==> config.mk <==
export PLATFORM = sky130hd
export DESIGN_NAME = clint_timer
export DESIGN_NICKNAME = d
export VERILOG_FILES = /design/src/rtl/clint_timer_pkg.sv /design/src/rtl/clint_tick_gen.sv /design/src/rtl/clint_timer.sv
export SDC_FILE = /design/constraint.sdc
export NUM_CORES = 1
export LEC_CHECK = 0
export BUFFER_PORTS_ARGS = -buffer_cell sky130_fd_sc_hd__buf_2
export CAP_MARGIN = 20
export CORE_UTILIZATION = 53
export CTS_BUF_LIST = sky130_fd_sc_hd__clkbuf_8
export DETAILED_ROUTE_END_ITERATION = 12
export PLACE_DENSITY = 0.79
export SLEW_MARGIN = 25
export SYNTH_ARGS = -nofsm -noshare
export SYNTH_HDL_FRONTEND = slang
export SYNTH_SLANG_ARGS = --single-unit
==> constraint.sdc <==
create_clock -name clk -period 2.3 [get_ports clk]
set_input_delay 0.115 -clock clk [delete_from_list [all_inputs] [get_ports clk]]
set_output_delay 0.115 -clock clk [all_outputs]
set_load 0.01 [all_outputs]
==> src/rtl/clint_timer_pkg.sv <==
// Shared CLINT constants: bridge window base, register offsets, reset values,
// plus the byte-lane merge used by every writable register.
package clint_timer_pkg;

  localparam logic [15:0] CLINT_BASE         = 16'h0200;
  localparam logic [15:0] CLINT_MSIP_OFF     = 16'h0000;
  localparam logic [15:0] CLINT_MTIMECMP_OFF = 16'h4000;
  localparam logic [15:0] CLINT_MTIME_OFF    = 16'hBFF8;
  localparam logic [63:0] CLINT_MTIMECMP_RST = 64'hFFFF_FFFF_FFFF_FFFF;

  // Lanes with we[i]=1 take the new byte, the rest keep the old one.
  function automatic logic [63:0] byte_merge(input logic [63:0] old_val,
                                             input logic [63:0] wdata,
                                             input logic [7:0]  we);
    logic [63:0] res;
    res = old_val;
    for (int i = 0; i < 8; i++) begin
      if (we[i]) res[8*i +: 8] = wdata[8*i +: 8];
    end
    return res;
  endfunction

endpackage

==> src/rtl/clint_tick_gen.sv <==
// mtime prescaler: one-cycle tick every TICK_DIV running cycles, frozen by stop.
module clint_tick_gen #(
  parameter int unsigned TICK_DIV = 1
) (
  input  logic clk,
  input  logic resetn,
  input  logic stop,
  output logic tick
);

  localparam logic [15:0] LAST = 16'(TICK_DIV - 1);

  logic [15:0] cnt;

  assign tick = !stop && (cnt == LAST);

  // Count 0..TICK_DIV-1 while running; wrap on the tick cycle.
  always_ff @(posedge clk or negedge resetn) begin
    if (!resetn) begin
      cnt <= '0;
    end else if (!stop) begin
      cnt <= (cnt == LAST) ? '0 : cnt + 16'd1;
    end
  end

endmodule

==> src/rtl/clint_timer.sv <==
// Core-local interruptor for one hart: msip, mtimecmp and mtime behind a
// byte-enable bus with one-cycle registered read data.
module clint_timer
  import clint_timer_pkg::*;
#(
  parameter int unsigned TICK_DIV = 1
) (
  input  logic        clk,
  input  logic        resetn,
  input  logic        clint_en,
  input  logic [7:0]  clint_we,
  input  logic [63:0] clint_addr,
  input  logic [63:0] clint_wdata,
  output logic [63:0] clint_rdata,
  input  logic        time_stop,
  output logic        soft_irq,
  output logic        timer_irq
);

  logic [63:0] mtime;
  logic [63:0] mtimecmp;
  logic        msip;
  logic        tick;
  logic        wr_en;
  logic        sel_msip;
  logic        sel_cmp;
  logic        sel_mtime;
  logic [63:0] rd_val;
  logic        unused_addr_bits;

  assign wr_en     = clint_en && (clint_we != 8'h00);
  assign sel_msip  = (clint_addr[15:3] == CLINT_MSIP_OFF[15:3]);
  assign sel_cmp   = (clint_addr[15:3] == CLINT_MTIMECMP_OFF[15:3]);
  assign sel_mtime = (clint_addr[15:3] == CLINT_MTIME_OFF[15:3]);

  // Only [15:3] is decoded; the bridge already matched the upper window.
  assign unused_addr_bits = ^{clint_addr[63:16], clint_addr[2:0]};

  clint_tick_gen #(
    .TICK_DIV (TICK_DIV)
  ) u_tick_gen (
    .clk    (clk),
    .resetn (resetn),
    .stop   (time_stop),
    .tick   (tick)
  );

  // Read mux over current register values (pre-update); unmapped reads give 0.
  always_comb begin
    rd_val = '0;
    if (sel_msip)       rd_val = {63'd0, msip};
    else if (sel_cmp)   rd_val = mtimecmp;
    else if (sel_mtime) rd_val = mtime;
  end

  // mtime: a software write wins over the tick increment in the same cycle.
  always_ff @(posedge clk or negedge resetn) begin
    if (!resetn) begin
      mtime <= '0;
    end else if (wr_en && sel_mtime) begin
      mtime <= byte_merge(mtime, clint_wdata, clint_we);
    end else if (tick) begin
      mtime <= mtime + 64'd1;
    end
  end

  // mtimecmp and msip byte-lane writes; msip keeps only bit 0.
  always_ff @(posedge clk or negedge resetn) begin
    if (!resetn) begin
      mtimecmp <= CLINT_MTIMECMP_RST;
      msip     <= 1'b0;
    end else if (wr_en) begin
      if (sel_cmp)               mtimecmp <= byte_merge(mtimecmp, clint_wdata, clint_we);
      if (sel_msip && clint_we[0]) msip   <= clint_wdata[0];
    end
  end

  // Registered read data (writes return 0) and the registered timer compare.
  always_ff @(posedge clk or negedge resetn) begin
    if (!resetn) begin
      clint_rdata <= '0;
      timer_irq   <= 1'b0;
    end else begin
      if (clint_en) clint_rdata <= wr_en ? 64'd0 : rd_val;
      timer_irq <= (mtime >= mtimecmp);
    end
  end

  assign soft_irq = msip;

endmodule

Yosys cells after proc, flatten, opt, wreduce, memory -nomap -nowiden

Cells that the tools add are included.

$add $sub $neg: 2
$lt $le $gt $ge: 1
Eq/ne operators: 10
Muxes and demuxes: 15
Reductions and logical operators: 26

Operators by type and width:

| cell                                                   | count |
|---|---|
| 2-to-1 mux 64 bit                                      | 6 |
| adder 64 x 1 -> 64 bit (second input constant)         | 1 |
| greater-or-equal comparator 64 bit                     | 1 |
| 2-to-1 mux 8 bit                                       | 8 |
| AND reduction 3 bit                                    | 8 |
| AND reduction 2 bit                                    | 9 |
| adder 16 x 1 -> 16 bit (second input constant)         | 1 |
| zero test 16 bit                                       | 1 |
| 2-to-1 mux 16 bit                                      | 1 |
| inequality test 2 bit (second input constant)          | 8 |
| equality test 13 x 12 -> 1 bit (second input constant) | 1 |
| equality test 13 bit (second input constant)           | 1 |
| zero test 13 bit                                       | 1 |
| nonzero test 8 bit                                     | 1 |
| logical AND 1 bit                                      | 4 |
| nonzero test 2 bit                                     | 1 |
| zero test 1 bit                                        | 1 |

Bits in registers: 210
Output and inout port bits: 66
Logic and storage cells: 74

Depth between registers and ports, before layout

Gate-level depths: netlist of the first run.

Depth after elaboration: 5
Gate-level depth with buffers: 11
Gate-level depth less buffers: 8

By module

A second synthesis of the first run with hierarchy kept.

Cell total of the unflattened synthesis: 1,294
Area, all modules: 12,180.4 um^2

Modules (own cells, without submodules):

| module         | instances | cells an instance | area an instance (um^2) |
|---|---|---|---|
| clint_timer    | 1         | 1,221             | 11,392.2 |
| clint_tick_gen | 1         | 73                | 788.3 |

Least setup slack after synthesis of the first run

No wires, ideal clock.

Path kind: reg2reg
Start: register u_tick_gen.cnt[0]
End: register mtime[59]
Setup time: 82 ps
Data arrival time: 2,314 ps
Data required time: 2,218 ps
Slack: -96 ps
Stages on the path, launching flop included: 10
Buffers on the path: 1
Clock period less this slack: 2,396 ps
Path through: dfrtp_1 > inv_1 > ha_1 > nor4b_1 > and4_1 > buf_6 > nand2_2 > or4_4 > or3_1 > a31oi_1

Cells in the longest elaborated chain, start to end: 4

Ends and longest elaborated chain:

| item                                 | line                 | text |
|---|---|---|
| start, declared                      | clint_tick_gen.sv:13 | `logic [15:0] cnt;` |
| start signal, assigned               | clint_tick_gen.sv:22 | `cnt <= (cnt == LAST) ? '0 : cnt + 16'd1;` |
| zero test 16 bit                     | clint_tick_gen.sv:15 | `assign tick = !stop && (cnt == LAST);` |
| logical AND 1 bit                    | clint_tick_gen.sv:15 |  |
| nonzero test 2 bit (no source line)  | n/a                  |  |
| AND reduction 2 bit (no source line) | n/a                  |  |
| end signal, assigned                 | clint_timer.sv:61    | `mtime <= byte_merge(mtime, clint_wdata, clint_we);` |
| end signal, assigned                 | clint_timer.sv:63    | `mtime <= mtime + 64'd1;` |
| end, declared                        | clint_timer.sv:20    | `logic [63:0] mtime;` |

No other way between the ends.
A chain may end at the register's enable or synchronous reset.

Worst setup path after layout of the first run

Start: register mtime[3]
End: register timer_irq

Cells in the longest elaborated chain, start to end: 1

Ends and longest elaborated chain:

| item                               | line              | text |
|---|---|---|
| greater-or-equal comparator 64 bit | clint_timer.sv:85 | `timer_irq <= (mtime >= mtimecmp);` |
| end signal, assigned               | clint_timer.sv:85 |  |
| end, declared                      | clint_timer.sv:17 | `output logic timer_irq` |

No other way between the ends.

==> results of run 1 <==
cell families (layout without fill, tap and decap cells):
logic type / Yosys count / in the layout / share of synthesized area (%)
other: 0 / 1 / 0
adders and majority gates: 67 / 67 / 6.875
AOI/OAI and AO/OA: 314 / 314 / 18.06
and+or+nand+nor: 375 / 375 / 17.07
muxes: 72 / 72 / 6.567
xor gates and xnor gates: 15 / 15 / 1.077
DFF: 210 / 210 / 43.75
buffers and inverters: 198 / 598 / 6.598
routing by layer:
layer,vias to the layer above,wire (um)
li1,5391,-
met1,5890,15960
met2,556,19410
met3,154,2614
met4,0,1775
met5,-,0
timing repair:
action	CTS	global route
endpoints found under the hold margin	210	0
buffers inserted	4	12
pin swaps	15	32
resized for setup	28	41
gates cloned	0	1
hold buffers	68	0
endpoints found under the setup margin	20	37
flip-flops by register name (all words and copies together) (netlist names):
register / count
mtimecmp: 64
soft_irq: 1
timer_irq: 1
clint_rdata: 64
u_tick_gen.cnt: 16
mtime: 64
final cells by class:
cell class | instances | area share [%]
Multi-Input combinational cell | 843 | 39.69
Sequential cell | 210 | 32.81
Timing Repair Buffer | 383 | 17.26
Clock buffer | 45 | 3.808
Inverter | 147 | 3.477
Tap cell | 285 | 2.193
Clock inverter | 23 | 0.7540
Antenna cell | 1 | 0.01539
worst paths after layout:
kind,startpoint,endpoint,cells past startpoint
setup / recovery,mtime[3],timer_irq,8
hold / removal,clint_addr[14],soft_irq,4
setup reg to reg,mtime[3],timer_irq,8
hold reg to reg,mtimecmp[11],mtimecmp[11],2
max in group asynchronous,resetn,mtimecmp[29],3
min in group asynchronous,resetn,mtime[5],2
where the power goes:
| group | switching, mW | total [mW] | internal, mW |
|---|---|---|---|
| Sequential | 0.0838 | 3.88 | 3.79 |
| Combinational | 1.11 | 2.05 | 0.934 |
| Clock | 1.59 | 3.47 | 1.89 |
| Total | 2.78 | 9.40 | 6.61 |
critical path, delay by kind of cell, from the launching register on:
kind            cells  cell delay (ps)
flops               1              420
buf+inv             1              180
compound gates      5             1150
simple gates        1              230
fa+ha+maj           1              290
cell usage in the layout (no fill, tap or decap), types with 68 or more instances in the layout:
master,synthesis,layout
o22ai_1,70,70
nor2_1,71,70
dlygate4sd3_1,0,68
buf_2,5,153
inv_1,146,160
buf_4,1,143
dfrtp_1,146,146
nand2_1,77,74
metrics by stage:
step	power (mW)	hold slack (ps)
after floorplan	4.612	-180.6
after global placement	5.319	93.87
after detailed placement	5.398	96.95
after CTS	9.105	24.03
after global routing	9.683	59.97
final	9.396	37.42
cell usage after synthesis (37+ instances only):
cell,n
nand4_1,39
o22ai_1,70
a21oi_1,40
dfstp_2,64
nor2_1,71
ha_1,67
a22oi_1,64
nand3_1,46
dfrtp_1,146
inv_1,146
mux2_2,64
nand2_1,77
clkbuf_1,37
==> summary.md, run 1 <==
| Metric | Value |
|---|---|
| Status | `finished, violations left` |
| Failing checks | `negative setup slack` |
| Initial antenna violation count | `1` |
| Yosys synthesis warning count | `0` |
| Die area | `0.02362 mm^2` |
| Post-synthesis async set-or-reset flop share | `100.0%` |
| Kind of critical path | `flip-flop to flip-flop` |
| Peak VDD IR | `0.4248 mV` |
| Hold Crit Class | `input pin to flip-flop` |
| Max-slew violations | `0` |
| IO Count | `206` |
| Distinct cells, synth | `85` |
| Final Core Density | `72.05%` |
| Port Buffer Count | `154` |
| Crit path required time | `2680 ps` |
| Crit Path Max Fanout | `6` |
| 1st-iter DRT viols | `878` |
| GRT busiest layer | `met2` |
| Final min period | `2443 ps` |
| Met3 usage | `4.622%` |
| Final setup fails | `5` |
| CTS buffer count | `37` |
| CTS tree | `done` |
| Post-synth top flop | `dfrtp_1` |
| Grt met2 use | `56.43%` |
| CTS root buf | `clkbuf_8` |
| Worst EP arrival | `2820 ps` |
| Post-synth EDFFs | `0` |
| Placed cell area | `0.01431 mm^2` |
| Final Hold Fails | `0` |
| Filler Cell Count | `1616` |
| Vias | `11990` |
| Yosys reg bits | `210` |
| Worst Setup Start Kind | `flip-flop` |
| Reg-to-reg setup timing slack | `-140 ps` |
| DP Cell Count | `1783` |
| Share of cells above drive strength 1 | `35.19%` |
| RePlAce Congestion | `0.9436` |
| Clock latency on the worst-skew pair | `550 ps` |
| Total wire length | `39760 um` |
| Worst-path clk slew | `70 ps` |
| Mapped Area | `0.01219 mm^2` |
| Layout Cells excl Fill | `1937` |
| Multi-input logic area | `0.006455 mm^2` |
| Rows | `55` |
| CP cell instances | `buf_4 -> ha_1 -> o21a_1 -> nor2_1 -> o311ai_2 -> a211o_1 -> a311oi_4 -> o211ai_1` |
| Post-DP HPWL | `26990 um` |
| Critical Path Sink Type | `flip-flop` |
| Area share of the largest cell type after synthesis | `29.96%` |
| Crit-path max cell delay | `420 ps` |
| RSZ-0062 raised after global routing | `yes` |
| Max Freq | `409.3 MHz` |
| Pre-CTS setup slack | `-526.3 ps` |
| Pre-Repair DR Iteration Count | `5` |
| Fin nets | `1829` |
| Vias per cell | `6.191` |
| Syn-to-layout area delta | `33.37%` |
| Final setup TNS | `-177.8 ps` |
| Htree depth | `2` |
| Largest net degree at the start of global routing | `80` |
| Clk sinks | `210` |
| WL per Instance | `20.53 um` |
| Worst Max-Slew Pin Slew | `469.7 ps` |
| Reg area | `0.005335 mm^2` |
| Yosys top cell by area | `dfrtp_1` |
| Final instance area | `0.01626 mm^2` |
| Global Route Usage Sum | `33.35%` |
| Leakage | `7.385 nW` |
| Slew headroom | `68.40%` |
| Number of global-route vias before repair | `12220` |
| Max-Cap Viols | `0` |
| Seq/Total Area, Yosys | `43.75%` |
| Fin Clk Skew | `31.16 ps` |
| GRT overflow | `0` |
| Core ar. | `0.02257 mm^2` |
| Pwr dens | `577.8 mW/mm^2` |
| Mapped Avg Cell Area | `9.748 um^2` |
| Syn nets | `1458` |
| Clock buffer depth | `3` |
| Starting Density | `54.02%` |
| Max stage delay cell, worst path | `dfrtp_1` |
| Top post-synthesis cells by area | `dfrtp_1 30%, dfstp_2 14%, ha_1 6.9%` |
| First-pass GRT wire length | `62830 um` |
| DRC violation count after routing | `0` |
| Final Cycle Share | `106.2%` |
| Final ANT Viol Nets | `0` |
| Met1 usage | `41.97%` |
| Chip width | `153.7 um` |
| Final setup margin | `-142.9 ps` |
| DIE HEIGHT | `153.7 um` |
| Post-Syn Instances | `1251` |
Power figures use the tool's default switching activity.
==> inputs of run 2 (changes only) <==
- BUFFER_PORTS_ARGS: -buffer_cell sky130_fd_sc_hd__buf_2 -> -buffer_cell sky130_fd_sc_hd__buf_4
- CORE_UTILIZATION: 53 -> 52
- PLACE_DENSITY: 0.79 -> 0.78
==> summary.md, run 2 (same netlist as run 1, synthesis figures left out) <==
| Metric | Value |
|---|---|
| Final setup fails | `3` |
| Starting Density | `53.37%` |
| Crit Reg-Reg Endpoint | `mtime[59]` |
| Kind of critical path | `flip-flop to flip-flop` |
| Most frequent cells in the layout | `332 x buf_4, 153 x inv_1, 145 x dfrtp_1` |
| WL per Instance | `20.27 um` |
| Final Hold Fails | `0` |
| Status | `finished, violations left` |
| 1st-iter DRT viols | `908` |
| Pwr dens | `569.7 mW/mm^2` |
| Fin nets | `1871` |
| Failing checks | `negative setup slack` |
| GRT overflow | `0` |
| Max Freq | `427.1 MHz` |
| Vias per cell | `6.101` |
| Initial antenna violation count | `0` |
| Chip width | `155.1 um` |
| First-pass GRT wire length | `62420 um` |
| Global Route Usage Sum | `32.88%` |
| Final ANT Viol Nets | `0` |
| Slew headroom | `64.62%` |
| CTS root buf | `clkbuf_8` |
| Largest net degree at the start of global routing | `64` |
| FF-to-FF Start | `u_tick_gen.cnt[7]` |
| Clock buffer depth | `3` |
| IO Count | `206` |
| Post-DP HPWL | `27620 um` |
| Critical Path Sink Type | `flip-flop` |
| Worst Max-Slew Pin Slew | `530.7 ps` |
| Hold Crit Class | `input pin to flip-flop` |
| Pre-CTS setup slack | `-192.3 ps` |
| Sink of the worst hold path | `mtime[62]` |
| R2R depth | `8` |
| Hold depth | `4` |
| Total wire length | `40670 um` |
| Final min period | `2341 ps` |
| CTS tree | `done` |
| Final Core Density | `75.25%` |
| Final setup margin | `-41.14 ps` |
| Leakage | `7.659 nW` |
| Clock latency on the worst-skew pair | `540 ps` |
| Core ar. | `0.02285 mm^2` |
| Reg-to-reg setup timing slack | `-40 ps` |
| Fin Clk Skew | `15.29 ps` |
| Worst-path clk slew | `60 ps` |
| Peak VDD IR | `0.3888 mV` |
| Biggest regs | `clint_rdata: 64 flops, mtime: 64 flops, mtimecmp: 64 flops` |
| Share of cells above drive strength 1 | `38.24%` |
| Clk sinks | `210` |
| Crit Path Max Fanout | `5` |
| Commonest non-fill, non-tap cell in the layout | `buf_4` |
| Worst EP arrival | `2800 ps` |
| Htree depth | `2` |
| Crit path required time | `2760 ps` |
| Number of global-route vias before repair | `12350` |
| Rows | `55` |
| Port Buffer Count | `154` |
| Worst Setup Start Kind | `flip-flop` |
| Hold wc startpoint | `clint_we[7]` |
| Max-Cap Viols | `0` |
| Max-slew violations | `0` |
| RePlAce Congestion | `0.9428` |
| Syn-to-layout area delta | `40.98%` |
| DRC violation count after routing | `0` |
| Die area | `0.02407 mm^2` |
| Vias | `12240` |
| DIE HEIGHT | `155.1 um` |
| CTS buffer count | `39` |
| RSZ-0062 raised after global routing | `yes` |
| Final Cycle Share | `101.8%` |
| Pre-Repair DR Iteration Count | `5` |
[run 2: final cells by class]
type	instances	area, um^2
timing repair buffer	423	3496
tap	313	391.6
multi-input combinational	843	6561
antenna	1	2.502
clock inverter	15	92.59
sequential	210	5336
inverter	147	568.0
clock buffer	54	743.2
fill	1549	5655
[run 2: power breakdown]
group / total [mW] / internal [mW] / switching [mW]
Combinational: 2.07 / 1.00 / 1.07
Sequential: 3.88 / 3.79 / 0.0899
Clock: 3.84 / 2.19 / 1.65
Total: 9.79 / 6.99 / 2.81
[run 2: worst max-delay path by stage]
stage,start,to,slack (ps),cells after the start
CTS,u_tick_gen.cnt[0],mtime[59],-30,9
detailed placement,u_tick_gen.cnt[7],mtime[63],-190,10
global route,u_tick_gen.cnt[7],mtime[59],-130,8
global placement,u_tick_gen.cnt[6],mtime[63],-140,10
finish,u_tick_gen.cnt[7],mtime[59],-40,8
floorplan,mtime[1],mtime[60],4,7
[run 2: per-layer routing]
layer | vias to the layer above | track usage, % | routed length (um)
li1 | 5495 | - | -
met5 | - | 0 | 0
met4 | 0 | 13.58 | 1714
met1 | 5947 | 40.30 | 15730
met2 | 640 | 57.51 | 20040
met3 | 157 | 5.376 | 3186
[run 2: critical path, stage by stage (launching register included)]
cell and delay (ps):
dfrtp_1 400, nor4_2 280, buf_4 160, and4_1 200, buf_6 140, nand2_4 60, or4_4 560, or3_1 330
a31oi_1 130
[run 2: through the flow]
stage | instances | setup TNS [ps] | instance area (um^2) | hold WS [ps] | power [mW]
after floorplan | 1251 | 0 | 12220 | -180.6 | 4.612
after global placement | 1848 | -693.1 | 15000 | 132.4 | 5.366
after detailed placement | 1848 | -1628 | 15000 | 138.2 | 5.407
after CTS | 1993 | -52.28 | 16690 | 26.14 | 9.416
after global routing | 2005 | -1011 | 17190 | 90.63 | 10.12
final | 2006 | -93.71 | 17190 | 60.28 | 9.795
[run 2: repair_timing]
item | CTS | global route
setup endpoints to repair | 21 | 50
resized for setup | 20 | 73
hold endpoints to repair | 194 | 0
setup buffers | 5 | 13
hold buffers | 71 | 0
pin swaps | 13 | 43
